==> config.mk <==
export PLATFORM = sky130hd
export DESIGN_NAME = monostable_bank_flat
export DESIGN_NICKNAME = d
export VERILOG_FILES = /design/src/rtl/monostable_bank_if.sv /design/src/rtl/monostable_bank.sv /design/src/flat_wrapper.sv
export SDC_FILE = /design/constraint.sdc
export NUM_CORES = 1
export LEC_CHECK = 0
export CAP_MARGIN = 25
export CORE_MARGIN = 1
export CORE_UTILIZATION = 48
export DETAILED_ROUTE_END_ITERATION = 10
export MAX_ROUTING_LAYER = met4
export PLACE_DENSITY = 0.82
export SLEW_MARGIN = 15
export SYNTH_ARGS = -nofsm -noshare
export SYNTH_HDL_FRONTEND = slang
export SYNTH_SLANG_ARGS = --single-unit
==> constraint.sdc <==
create_clock -name clk -period 1.79 [get_ports clk]
set_input_delay 0.2685 -clock clk [delete_from_list [all_inputs] [get_ports clk]]
set_output_delay 0.2685 -clock clk [all_outputs]
set_load 0.005 [all_outputs]
==> src/rtl/monostable_bank_if.sv <==
// Bus bundle for monostable_bank: clock enable, per-channel controls and
// the filtered level / pulse / sticky outputs.
interface monostable_bank_if #(
    parameter int unsigned CHANNELS    = 8,
    parameter int unsigned FILTER_BITS = 4
);
    logic                   clk_en;
    logic [CHANNELS-1:0]    monostable_en_i;
    logic [CHANNELS-1:0]    sense_i;
    logic [FILTER_BITS-1:0] filter_len_i;
    logic [CHANNELS-1:0]    sticky_clr_i;
    logic [CHANNELS-1:0]    state_o;
    logic [CHANNELS-1:0]    posedge_mono_o;
    logic [CHANNELS-1:0]    negedge_mono_o;
    logic [CHANNELS-1:0]    bothedge_mono_o;
    logic [CHANNELS-1:0]    sticky_o;
    logic                   any_sticky_o;

    modport master (
        output clk_en, monostable_en_i, sense_i, filter_len_i, sticky_clr_i,
        input  state_o, posedge_mono_o, negedge_mono_o, bothedge_mono_o, sticky_o, any_sticky_o
    );

    modport slave (
        input  clk_en, monostable_en_i, sense_i, filter_len_i, sticky_clr_i,
        output state_o, posedge_mono_o, negedge_mono_o, bothedge_mono_o, sticky_o, any_sticky_o
    );
endinterface

==> src/rtl/monostable_bank.sv <==
// Multi-channel edge-pulse generator: optional synchroniser, debounce filter,
// one-shot edge pulses and sticky event flags per channel.
module monostable_bank #(
    parameter int unsigned CHANNELS    = 8,
    parameter int unsigned SYNC_STAGES = 2,
    parameter int unsigned FILTER_BITS = 4,
    parameter bit          BUFFERED    = 1'b0
) (
    input logic              clk,
    input logic              async_rst,
    monostable_bank_if.slave bus
);
    logic [CHANNELS-1:0]    sampled;
    logic [CHANNELS-1:0]    level_q, level_d;
    logic [FILTER_BITS-1:0] count_q [CHANNELS];
    logic [FILTER_BITS-1:0] count_d [CHANNELS];
    logic [CHANNELS-1:0]    update;
    logic [CHANNELS-1:0]    pos_pulse, neg_pulse;
    logic [CHANNELS-1:0]    sticky_q, sticky_d;

    generate
        if (SYNC_STAGES == 0) begin : g_nosync
            assign sampled = bus.sense_i;
        end else begin : g_sync
            logic [CHANNELS-1:0] sync_q [SYNC_STAGES];

            always_ff @(posedge clk or posedge async_rst) begin
                if (async_rst) begin
                    for (int i = 0; i < SYNC_STAGES; i++) sync_q[i] <= '0;
                end else if (bus.clk_en) begin
                    sync_q[0] <= bus.sense_i;
                    for (int i = 1; i < SYNC_STAGES; i++) sync_q[i] <= sync_q[i-1];
                end
            end

            assign sampled = sync_q[SYNC_STAGES-1];
        end
    endgenerate

    // A level change needs filter_len_i+1 consecutive differing samples; the
    // counter stops at filter_len_i so it can never wrap.
    always_comb begin
        level_d = level_q;
        update  = '0;
        for (int ch = 0; ch < CHANNELS; ch++) begin
            count_d[ch] = count_q[ch];
            if (bus.clk_en) begin
                if (!bus.monostable_en_i[ch]) begin
                    level_d[ch] = 1'b0;
                    count_d[ch] = '0;
                end else if (sampled[ch] == level_q[ch]) begin
                    count_d[ch] = '0;
                end else if (count_q[ch] < bus.filter_len_i) begin
                    count_d[ch] = count_q[ch] + 1'b1;
                end else begin
                    level_d[ch] = sampled[ch];
                    count_d[ch] = '0;
                    update[ch]  = 1'b1;
                end
            end
        end
    end

    always_ff @(posedge clk or posedge async_rst) begin
        if (async_rst) begin
            level_q <= '0;
            for (int ch = 0; ch < CHANNELS; ch++) count_q[ch] <= '0;
        end else begin
            level_q <= level_d;
            for (int ch = 0; ch < CHANNELS; ch++) count_q[ch] <= count_d[ch];
        end
    end

    assign pos_pulse = update & sampled;
    assign neg_pulse = update & ~sampled;

    // Clear acts on every edge; a simultaneous set wins.
    assign sticky_d = (sticky_q & ~bus.sticky_clr_i) | update;

    always_ff @(posedge clk or posedge async_rst) begin
        if (async_rst) sticky_q <= '0;
        else           sticky_q <= sticky_d;
    end

    generate
        if (BUFFERED) begin : g_buf
            logic [CHANNELS-1:0] pos_q, neg_q, state_q;

            always_ff @(posedge clk or posedge async_rst) begin
                if (async_rst) begin
                    pos_q   <= '0;
                    neg_q   <= '0;
                    state_q <= '0;
                end else if (bus.clk_en) begin
                    pos_q   <= pos_pulse;
                    neg_q   <= neg_pulse;
                    state_q <= level_q;
                end
            end

            assign bus.posedge_mono_o = pos_q;
            assign bus.negedge_mono_o = neg_q;
            assign bus.state_o        = state_q;
        end else begin : g_comb
            assign bus.posedge_mono_o = pos_pulse;
            assign bus.negedge_mono_o = neg_pulse;
            assign bus.state_o        = level_q;
        end
    endgenerate

    assign bus.bothedge_mono_o = bus.posedge_mono_o | bus.negedge_mono_o;
    assign bus.sticky_o        = sticky_q;
    assign bus.any_sticky_o    = |sticky_q;
endmodule
==> src/flat_wrapper.sv <==
// flat-port wrapper written by rule: the top's interface ports become plain ports
module monostable_bank_flat 
#(
    parameter int unsigned CHANNELS    = 8,
    parameter int unsigned SYNC_STAGES = 2,
    parameter int unsigned FILTER_BITS = 4,
    parameter bit          BUFFERED    = 1'b0
)
  (clk, async_rst, bus_clk_en, bus_monostable_en_i, bus_sense_i, bus_filter_len_i, bus_sticky_clr_i, bus_state_o, bus_posedge_mono_o, bus_negedge_mono_o, bus_bothedge_mono_o, bus_sticky_o, bus_any_sticky_o);
  monostable_bank_if #(.CHANNELS(CHANNELS), .FILTER_BITS(FILTER_BITS)) bus_i ();
  input logic clk;
  input logic async_rst;
  input wire logic [$bits(bus_i.clk_en)-1:0] bus_clk_en;
  input wire logic [$bits(bus_i.monostable_en_i)-1:0] bus_monostable_en_i;
  input wire logic [$bits(bus_i.sense_i)-1:0] bus_sense_i;
  input wire logic [$bits(bus_i.filter_len_i)-1:0] bus_filter_len_i;
  input wire logic [$bits(bus_i.sticky_clr_i)-1:0] bus_sticky_clr_i;
  output wire logic [$bits(bus_i.state_o)-1:0] bus_state_o;
  output wire logic [$bits(bus_i.posedge_mono_o)-1:0] bus_posedge_mono_o;
  output wire logic [$bits(bus_i.negedge_mono_o)-1:0] bus_negedge_mono_o;
  output wire logic [$bits(bus_i.bothedge_mono_o)-1:0] bus_bothedge_mono_o;
  output wire logic [$bits(bus_i.sticky_o)-1:0] bus_sticky_o;
  output wire logic [$bits(bus_i.any_sticky_o)-1:0] bus_any_sticky_o;
  assign bus_i.clk_en = bus_clk_en;
  assign bus_i.monostable_en_i = bus_monostable_en_i;
  assign bus_i.sense_i = bus_sense_i;
  assign bus_i.filter_len_i = bus_filter_len_i;
  assign bus_i.sticky_clr_i = bus_sticky_clr_i;
  assign bus_state_o = bus_i.state_o;
  assign bus_posedge_mono_o = bus_i.posedge_mono_o;
  assign bus_negedge_mono_o = bus_i.negedge_mono_o;
  assign bus_bothedge_mono_o = bus_i.bothedge_mono_o;
  assign bus_sticky_o = bus_i.sticky_o;
  assign bus_any_sticky_o = bus_i.any_sticky_o;
  monostable_bank #(.CHANNELS(CHANNELS), .SYNC_STAGES(SYNC_STAGES), .FILTER_BITS(FILTER_BITS), .BUFFERED(BUFFERED)) u_core (.clk(clk), .async_rst(async_rst), .bus(bus_i));
endmodule
==> impl_metrics.toml <==
[global_routing]
grt_util_all_layers_pct = 37.2
antenna_found_initial = 0
grt_pass1_vias = 4500
grt_busiest_layer = "met2"
overflow = 0
grt_util_met1_pct = 40.3
grt_pass1_wl_um = 23000
gr-usage-met3_pct = 8.04
grt_max_degree = 38
grt_use_met2_pct = 63.1

[floorplan]
core_area_sq_um = 7730
start_util_pct = 49.7
die_w_um = 91.4
die_h_um = 91.4
die_area_sq_um = 8360
io_pins = 72
std_cell_rows = 32

[sta]
slew-limit-headroom_pct = 68.6
fin_crit_ns = 2.30
hold_viol = 0
rsz0062_at_grt = "true"
period_share_pct = 129
worstMarginPinSlew_ns = 0.467
hold_ws_ns = 0.249
setup_ws_ns = -0.513
final-max-slew-violation-count = 0
skew_ns = 0.0179
max_freq_mhz = 434
finalSetupViolCount = 46
fin_tns_setup_ns = -9.90

[synth]
syn_area_sq_um = 3840
syn_avg_cell_area_sq_um = 10.2
synth_edf_count = 0
ys_top_cells_by_count = "dfrtp_1, ha_1, inv_1, nand3_1, nand2_1"
synthTopCellsByArea = "dfrtp_1, ha_1, mux2_2, inv_1, nand3_1"
synth_nets = 438
synthDistinctLibCells = 54
ys_warn_count = 0
synth_area_leader_cell = "dfrtp_1"
synth-seq-area-share_pct = 41.7
async_reset_ff_share_pct = 100
ys_dominant_reg_cell = "dfrtp_1"
synth_most_common_cell = "dfrtp_1"
ys_ff_latch = 64
syn_inst = 375
synth_top_area_share_pct = 41.7

[power_and_ir_drop]
p_leak_nw = 3.14
ir_worst_vdd_mv = 0.479
power_density_nw_per_um2 = 663
p_total_mw = 4.34

[status]
violations = "negative setup slack"
status = "finished with violations"

[detailed_routing]
ant_nets = 0
first_pass_iters = 6
vias_per_cell = 6.34
wl_um = 16400
drc = 0
num_vias = 4466
first_iter_violations = 329
detail_route.wl_per_cell_um = 23.3

[layout]
fin_cells = 704
area_growth_pct = 70.5
nets = 660
antenna-diode-count = 0
drive_above_1_share_pct = 48.2
fillers = 360
multi_input_area_sq_um = 2570
design_area_sq_um = 6540
fin_util_pct = 84.7
seq_area_sq_um = 1600

[run]
maxCapViolCount = 0

[clocking]
htreeDepth = 3
cts.sinks = 64
cts_root_buf = "clkbuf_8"
cts_hold_buf = 0
tritoncts = "yes"
clk_pin_slew_worst_paths_ns = 0.08
clock_path_buffers = 2
clkLatencyLatePin_ns = 0.38
cts_made_buffers = 9

[placement]
portBuffers = 71
pre_cts_ws_ns = -0.968
dp_cells = 644
dp_hpwl_um = 7590
post_dp_cell_area_sq_um = 5450
gp_congestion = 0.888

[critical_path]
start_kind = "register"
critPathMaxFanout = 2
path_class = "register to output pin"
cp.arrival_ns = 2.03
end_kind = "output pin"
worstPathRequired_ns = 1.52

[min_path]
worst_hold_path_type = "input port to asynchronous set/reset pin"
==> placed cells by master, fill, tap and decap left out, types with 5 or more instances in the layout <==
master / count
buf_4: 128
dfrtp_1: 64
clkdlybuf4s50_1: 41
buf_6: 29
inv_1: 25
nand3_1: 20
ha_1: 17
buf_2: 17
nand2_1: 15
mux2_2: 15
ha_4: 15
nor2_1: 11
a32o_1: 11
clkbuf_8: 10
and2_4: 9
o21ai_0: 8
xor2_1: 7
a21o_1: 6
mux2i_1: 6
and3_1: 6
nand4_1: 6
o22ai_1: 6
nand2b_1: 5
nor3_1: 5
and3_4: 5
a22o_1: 5
==> where the power goes <==
group / leakage [nW] / internal, mW / switching, mW
Combinational: 2.18 / 0.606 / 0.582
Sequential: 0.850 / 1.55 / 0.0974
Clock: 0.109 / 0.827 / 0.676
Total: 3.14 / 2.98 / 1.36
==> path summary, 6_finish.rpt <==
kind	from	end	slack, ns	cells after the start
worst min register to register	u_core.g_sync.sync_q[13]$_DFFE_PP0P_	u_core.sampled[5]$_DFFE_PP0P_	0.50	2
max in group asynchronous	async_rst	u_core.sampled[4]$_DFFE_PP0P_	1.01	3
worst min-delay path	async_rst	u_core.count_q[18]$_DFFE_PP0P_	0.25	2
min in group clk	bus_clk_en	u_core.count_q[4]$_DFFE_PP0P_	0.30	3
worst max register to register	u_core.count_q[18]$_DFFE_PP0P_	u_core.count_q[16]$_DFFE_PP0P_	-0.10	9
worst max-delay path	u_core.count_q[18]$_DFFE_PP0P_	bus_negedge_mono_o[3]	-0.51	7
==> timing repair <==
action / 4_1_cts / 5_1_grt
resized for setup: 172 / 52
pin swaps: 46 / 29
buffers inserted: 42 / 13
setup endpoints to repair: 59 / 44
==> layer usage <==
metal,wire length [um],up-vias,part of all wire [%]
li1,-,1851,-
met3,1350,119,8.2
met5,0,-,0
met1,6040,2152,37
met2,7910,344,48
met4,1130,0,6.9
==> state kept, by name (all words and copies together), names as in the netlist <==
name	flops
u_core.count_q	32
u_core.bus.state_o	8
u_core.bus.sticky_o	8
u_core.g_sync.sync_q	8
u_core.sampled	8
==> worst max-delay path, cell delays in order (launching register included) <==
cell and delay [ns]:
dfrtp_1 0.43, ha_4 0.31, a21o_1 0.19, a21oi_4 0.08, buf_6 0.12, and2_4 0.16
nor3b_4 0.21, buf_2 0.15
==> cell families (layout without fill, tap and decap cells) <==
kind of cell | count (synthesis) | count (layout) | share of synthesized area (%)
and+or+nand+nor | 119 | 119 | 16.9
AOI/OAI and AO/OA | 87 | 87 | 18.2
DFF | 64 | 64 | 41.7
buffers and inverters | 44 | 271 | 4.92
adders and majority gates | 32 | 32 | 10.4
muxes | 21 | 21 | 5.97
xor gates and xnor gates | 8 | 8 | 1.83
==> final cells by class <==
type | count | area share, %
timing repair buffer | 223 | 28.8
sequential | 64 | 24.5
tap | 102 | 1.95
clock inverter | 6 | 1.42
clock buffer | 10 | 2.10
multi-input combinational | 267 | 39.2
inverter | 32 | 2.05
(Power assumes the default switching activity.)
==> RTL edit 1 (same settings) <==
`BUFFERED` is set to 1'b0 in 2 places; all go to 1'b1.
--- a/src/rtl/monostable_bank.sv
+++ b/src/rtl/monostable_bank.sv
@@ -4,7 +4,7 @@
     parameter int unsigned CHANNELS    = 8,
     parameter int unsigned SYNC_STAGES = 2,
     parameter int unsigned FILTER_BITS = 4,
-    parameter bit          BUFFERED    = 1'b0
+    parameter bit          BUFFERED    = 1'b1
 ) (
     input logic              clk,
     input logic              async_rst,
--- a/src/flat_wrapper.sv
+++ b/src/flat_wrapper.sv
@@ -4,7 +4,7 @@
     parameter int unsigned CHANNELS    = 8,
     parameter int unsigned SYNC_STAGES = 2,
     parameter int unsigned FILTER_BITS = 4,
-    parameter bit          BUFFERED    = 1'b0
+    parameter bit          BUFFERED    = 1'b1
 )
   (clk, async_rst, bus_clk_en, bus_monostable_en_i, bus_sense_i, bus_filter_len_i, bus_sticky_clr_i, bus_state_o, bus_posedge_mono_o, bus_negedge_mono_o, bus_bothedge_mono_o, bus_sticky_o, bus_any_sticky_o);
   monostable_bank_if #(.CHANNELS(CHANNELS), .FILTER_BITS(FILTER_BITS)) bus_i ();
Formal check against the unedited RTL: not equivalent (Yosys sat finds a counterexample within 4 cycles, from zero or initial values and one cycle with async_rst high).
==> RTL edit 1 against the original RTL <==
Sequential cell count is 24 higher. Design area is 4.5% lower. Worst hold slack better by 0.12 ns. Core utilization is 21 points lower. Sequential power is 36% higher. Combinational power is 34% lower. Total power is 4.5% higher. Worst setup slack better by 0.59 ns. Sequential share of layout area is 11 points higher. Via count is 11% lower. Count of clock-buffer cells in the layout is 4 higher. Synthesized area is 27% higher. Routed wire length is 34% lower. Highest routed layer unchanged.
==> RTL edit 1: results (changes against the original RTL) <==
run status - finished, final reports clean
number of signal-net buffers in the layout - 90 (-60%)
critical register-to-register path startpoint - u_core.count_q[1]$_DFFE_PP0P_
Met3 Routed Length - 240 um (-82%)
number of distinct library cells after synthesis - 29 (-46%)
first-pass GRT wire length - 18,060 um (-21%)
worst slew margin relative to its limit - 68.56% (about the same)
weighted congestion reported at the end of routability-driven placement - 0.8156 (-8.1%)
area fraction in compound gates after synthesis - 14.92% (-3.3 points)
share of post-route cells with drive strength above 1 - 19.08% (-29 points)
Setup Skew - 0.008785 ns (-0.009159 ns)
total half-perimeter wirelength after legalization and detailed placement - 7346 um (-3.3%)
fraction of met3 tracks used by global routing - 3.051% (-5.0 points)
Gates resized, CTS repair - 5 (-97%)
Post-Syn Instances - 476 (+27%)
non-filler instance count after layout - 699 (-0.71%)
met1 layer wirelength in the final routing - 5032 um (-17%)
clock network area share - 3.484% (-0.035 points)
initial DRC count - 217 (-34%)
reported net switching power - 1.241 mW (-8.4%)
Post-Synth XOR/XNOR Area - 2.204% (+0.38 points)
wire length on met2 - 5377 um (-32%)
clock tree buffer count of the final layout - 14 (+4)
portion of the layout cell area used by non-clock buffers - 14.62% (-14 points)
Worst Hold Margin - 0.3719 ns (+0.1227 ns)
met1 global-route usage - 30.22% (-10 points)
final std cell area, no fill - 6248 um2 (-4.5%)
GR met2 Demand/Resource - 34.36% (-29 points)
critical path capture point - bus_any_sticky_o
Clk pwr share - 33.1% (-1.5 points)
leading cell types by total area after synthesis - dfrtp_1, ha_1, mux2_2, inv_1, o22ai_1
via count of the first global-routing pass - 3,863 (-14%)
multi-input logic area - 2516 um2 (-2.0%)
IR Drop Worst-Case VDD - 0.4512 mV (-5.7%)
Seq area share - 35.24% (+11 points)
part of the power in registers - 49.7% (+12 points)
critical register-to-register path endpoint - u_core.count_q[2]$_DFFE_PP0P_
largest net degree at the start of global routing - 91 (+140%)
data arrival time at the worst-slack endpoint - 1.45 ns (-0.58 ns)
arithmetic-cell share of the synthesized area counting full adders, half adders and majority gates - 8.201% (-2.2 points)
via count of the routed design - 3,961 (-11%)
static leakage - 2.681 nW (-15%)
FILL cells - 772 (+110%)
routed wirelength normalized by instance count - 15.62 um (-33%)
global-route usage over all layers - 22.78% (-14 points)
Seq/Total Area, Yosys - 45.11% (+3.4 points)
total number of nets in the final design - 624 (-5.5%)
Signal inverters - 60 (+88%)
TritonRoute pass-1 iters - 7 (+1)
setup fix buffers added after clock tree synthesis - 0 (-100%)
net count after synthesis - 539 (+23%)
[RTL edit 1: cell types whose count changed after synthesis, moves of 13 or more]
cell and change:
inv_1 +29, o22ai_1 +27, dfrtp_1 +24, nand2_1 +22, nand4_1 +15, nor2_1 -15
nand2b_1 +14, nand3b_1 +13
[RTL edit 1: worst min-delay path by stage]
stage	start	endpoint
3_5_place_dp	u_core.g_sync.sync_q[12]$_DFFE_PP0P_	u_core.sampled[4]$_DFFE_PP0P_
2_1_floorplan	bus_sticky_clr_i[0]	u_core.bus.sticky_o[0]$_DFF_PP0_
6_report	async_rst	u_core.bus.state_o[6]$_DFFE_PP0P_
4_1_cts	bus_clk_en	u_core.count_q[10]$_DFFE_PP0P_
3_3_place_gp	u_core.g_sync.sync_q[14]$_DFFE_PP0P_	u_core.sampled[6]$_DFFE_PP0P_
5_1_grt	async_rst	u_core.bus.state_o[6]$_DFFE_PP0P_
==> RTL edit 2 (same settings) <==
Made on the original files. `CHANNELS` is set to 8 in 3 places; all go to 16.
--- a/src/rtl/monostable_bank_if.sv
+++ b/src/rtl/monostable_bank_if.sv
@@ -1,7 +1,7 @@
 // Bus bundle for monostable_bank: clock enable, per-channel controls and
 // the filtered level / pulse / sticky outputs.
 interface monostable_bank_if #(
-    parameter int unsigned CHANNELS    = 8,
+    parameter int unsigned CHANNELS    = 16,
     parameter int unsigned FILTER_BITS = 4
 );
     logic                   clk_en;
--- a/src/rtl/monostable_bank.sv
+++ b/src/rtl/monostable_bank.sv
@@ -1,7 +1,7 @@
 // Multi-channel edge-pulse generator: optional synchroniser, debounce filter,
 // one-shot edge pulses and sticky event flags per channel.
 module monostable_bank #(
-    parameter int unsigned CHANNELS    = 8,
+    parameter int unsigned CHANNELS    = 16,
     parameter int unsigned SYNC_STAGES = 2,
     parameter int unsigned FILTER_BITS = 4,
     parameter bit          BUFFERED    = 1'b0
--- a/src/flat_wrapper.sv
+++ b/src/flat_wrapper.sv
@@ -1,7 +1,7 @@
 // flat-port wrapper written by rule: the top's interface ports become plain ports
 module monostable_bank_flat 
 #(
-    parameter int unsigned CHANNELS    = 8,
+    parameter int unsigned CHANNELS    = 16,
     parameter int unsigned SYNC_STAGES = 2,
     parameter int unsigned FILTER_BITS = 4,
     parameter bit          BUFFERED    = 1'b0
Ports: changed (8 resized); port bits go from 72 to 136. The function was not compared with the original's and may differ.
==> RTL edit 2 against the original RTL <==
The run still ends with negative setup slack left. Non-clock buffer count is 246 higher. Worst setup slack got worse by 0.17 ns. Synthesized area increased by 99%. Worst hold slack worse by 0.0016 ns. Combinational power grew to 2.5 times the old value. Synthesized cell count is 83% higher. Routed wire length grew to 2.6 times the old value. Sequential power up 110%. Clock skew shrank 0.0082 ns. Sequential cell count is 64 higher. Design area rose by 120%. Total power increased by 140%. Critical path type unchanged. Critical endpoint is now bus_negedge_mono_o[10].
==> RTL edit 2: results (changes against the original RTL) <==
run status - complete, but fails checks
violated checks - negative setup slack
first-pass GRT wire length - 53,660 um (+130%)
largest delay contributor family on the critical path - compound AO/OA/AOI/OAI gates
Inserted Clock Buffers - 17 (+8)
Clock Latency Late Sink - 0.45 ns (+0.07 ns)
final setup violation count - 90 (+96%)
count of input and output buffers - 135 (+90%)
Seq/Total Area, Yosys - 41.88% (+0.14 points)
DP Area - 11,150 um2 (+100%)
share of cell area taken by muxes after synthesis - 6.805% (+0.84 points)
largest net degree at the start of global routing - 54 (+42%)
share of post-route cells with drive strength above 1 - 54.56% (+6.4 points)
critical path fanouts, max - 4 (+2)
initial antenna violation count - 1 (+1)
Reg clk slew, reported paths - 0.06 ns (-0.02 ns)
length in cells of the worst reg-to-reg path - 5 (-4)
leading cell types by total area after synthesis - dfrtp_1, ha_1, o2bb2ai_1, mux2_2, inv_1
static leakage - 6.375 nW (+100%)
weighted congestion reported at the end of routability-driven placement - 0.8604 (-3.1%)
net count after synthesis - 807 (+84%)
number of distinct library cells after synthesis - 39 (-28%)
initial DRC count - 1,259 (+280%)
per-cell via count in the routed design - 6.854 (+8.0%)
Worst R2R Setup Slack - -0.34 ns (-0.24 ns)
Final Worst Setup Slack - -0.6802 ns (-0.1676 ns)
non-filler instance count after layout - 1,385 (+97%)
Setup Skew - 0.009737 ns (-0.008207 ns)
routed wirelength normalized by instance count - 30.81 um (+32%)
critical register-to-register path endpoint - u_core.count_q[22]$_DFFE_PP0P_
FILL cells - 470 (+31%)
total number of nets in the final design - 1,279 (+94%)
total half-perimeter wirelength after legalization and detailed placement - 16,140 um (+110%)
arithmetic-cell share of the synthesized area counting full adders, half adders and majority gates - 10.47% (+0.036 points)
area fraction in compound gates after synthesis - 21.02% (+2.8 points)
data arrival time at the worst-slack endpoint - 2.20 ns (+0.17 ns)
clk root buf - clkbuf_16
Post-Synth XOR/XNOR Area - 3.664% (+1.8 points)
==> RTL edit 2: area by class of cell <==
cell class / count / area (um2) / area share (%)
Multi-Input combinational cell: 474 / 5453 / 38.61
Timing Repair Buffer: 469 / 4234 / 29.98
Sequential cell: 128 / 3207 / 22.71
Clock buffer: 23 / 508.0 / 3.597
Inverter: 70 / 279.0 / 1.976
Tap cell: 211 / 264.0 / 1.869
Clock inverter: 9 / 175.2 / 1.240
Antenna cell: 1 / 2.502 / 0.01772
==> RTL edit 2: what timing repair did <==
action,CTS,global route
pin swaps,101,46
setup endpoints to repair,127,82
setup buffers,103,30
gates resized for setup,394,79
gates cloned,3,0
==> RTL edit 2: how the worst max path moves through the flow <==
stage | start | end | slack (ns) | cells past startpoint
after floorplan | bus_filter_len_i[2] | bus_posedge_mono_o[11] | -0.07 | 6
after global placement | bus_filter_len_i[3] | bus_negedge_mono_o[7] | -1.25 | 8
after detailed placement | bus_filter_len_i[3] | bus_negedge_mono_o[7] | -1.27 | 8
after CTS | u_core.count_q[3]$_DFFE_PP0P_ | bus_bothedge_mono_o[15] | -0.50 | 7
after global routing | u_core.count_q[22]$_DFFE_PP0P_ | bus_negedge_mono_o[10] | -0.72 | 5
final | u_core.count_q[22]$_DFFE_PP0P_ | bus_negedge_mono_o[10] | -0.68 | 5
==> RTL edit 2: report_power, final <==
part           switching, mW  internal, mW  leakage [nW]
Sequential             0.271          3.12          1.69
Clock                   1.51          2.69         0.331
Combinational           1.55          1.45          4.35
==> RTL edit 2: metrics by stage <==
step / setup WS, ns / hold WS [ns] / setup TNS (ns) / util (%)
after floorplan: -0.06694 / 0.4201 / -8.682 / -
after global placement: -1.249 / 0.4803 / -92.30 / 72.55
after detailed placement: -1.270 / 0.4918 / -96.90 / 72.55
after CTS: -0.4950 / 0.2539 / -17.40 / 88.72
after global routing: -0.7238 / 0.2627 / -27.54 / 91.88
final: -0.6802 / 0.2476 / -26.05 / 91.88
==> RTL edit 2: cell families after synthesis <==
kind of cell / Yosys count
compound gates: 174
xor+xnor: 32
fa+ha+maj: 64
buf+inv: 86
flops: 128
mux: 48
simple gates: 156
==> RTL edit 2: routing by layer <==
layer	vias up	share of wire (%)	routed length [um]	GRT usage (%)
met3	424	12	5041	11.14
met4	0	10	4295	30.93
met1	4497	33	14240	48.62
met2	1017	45	19090	74.59
met5	-	0	0	-
li1	3555	-	-	-
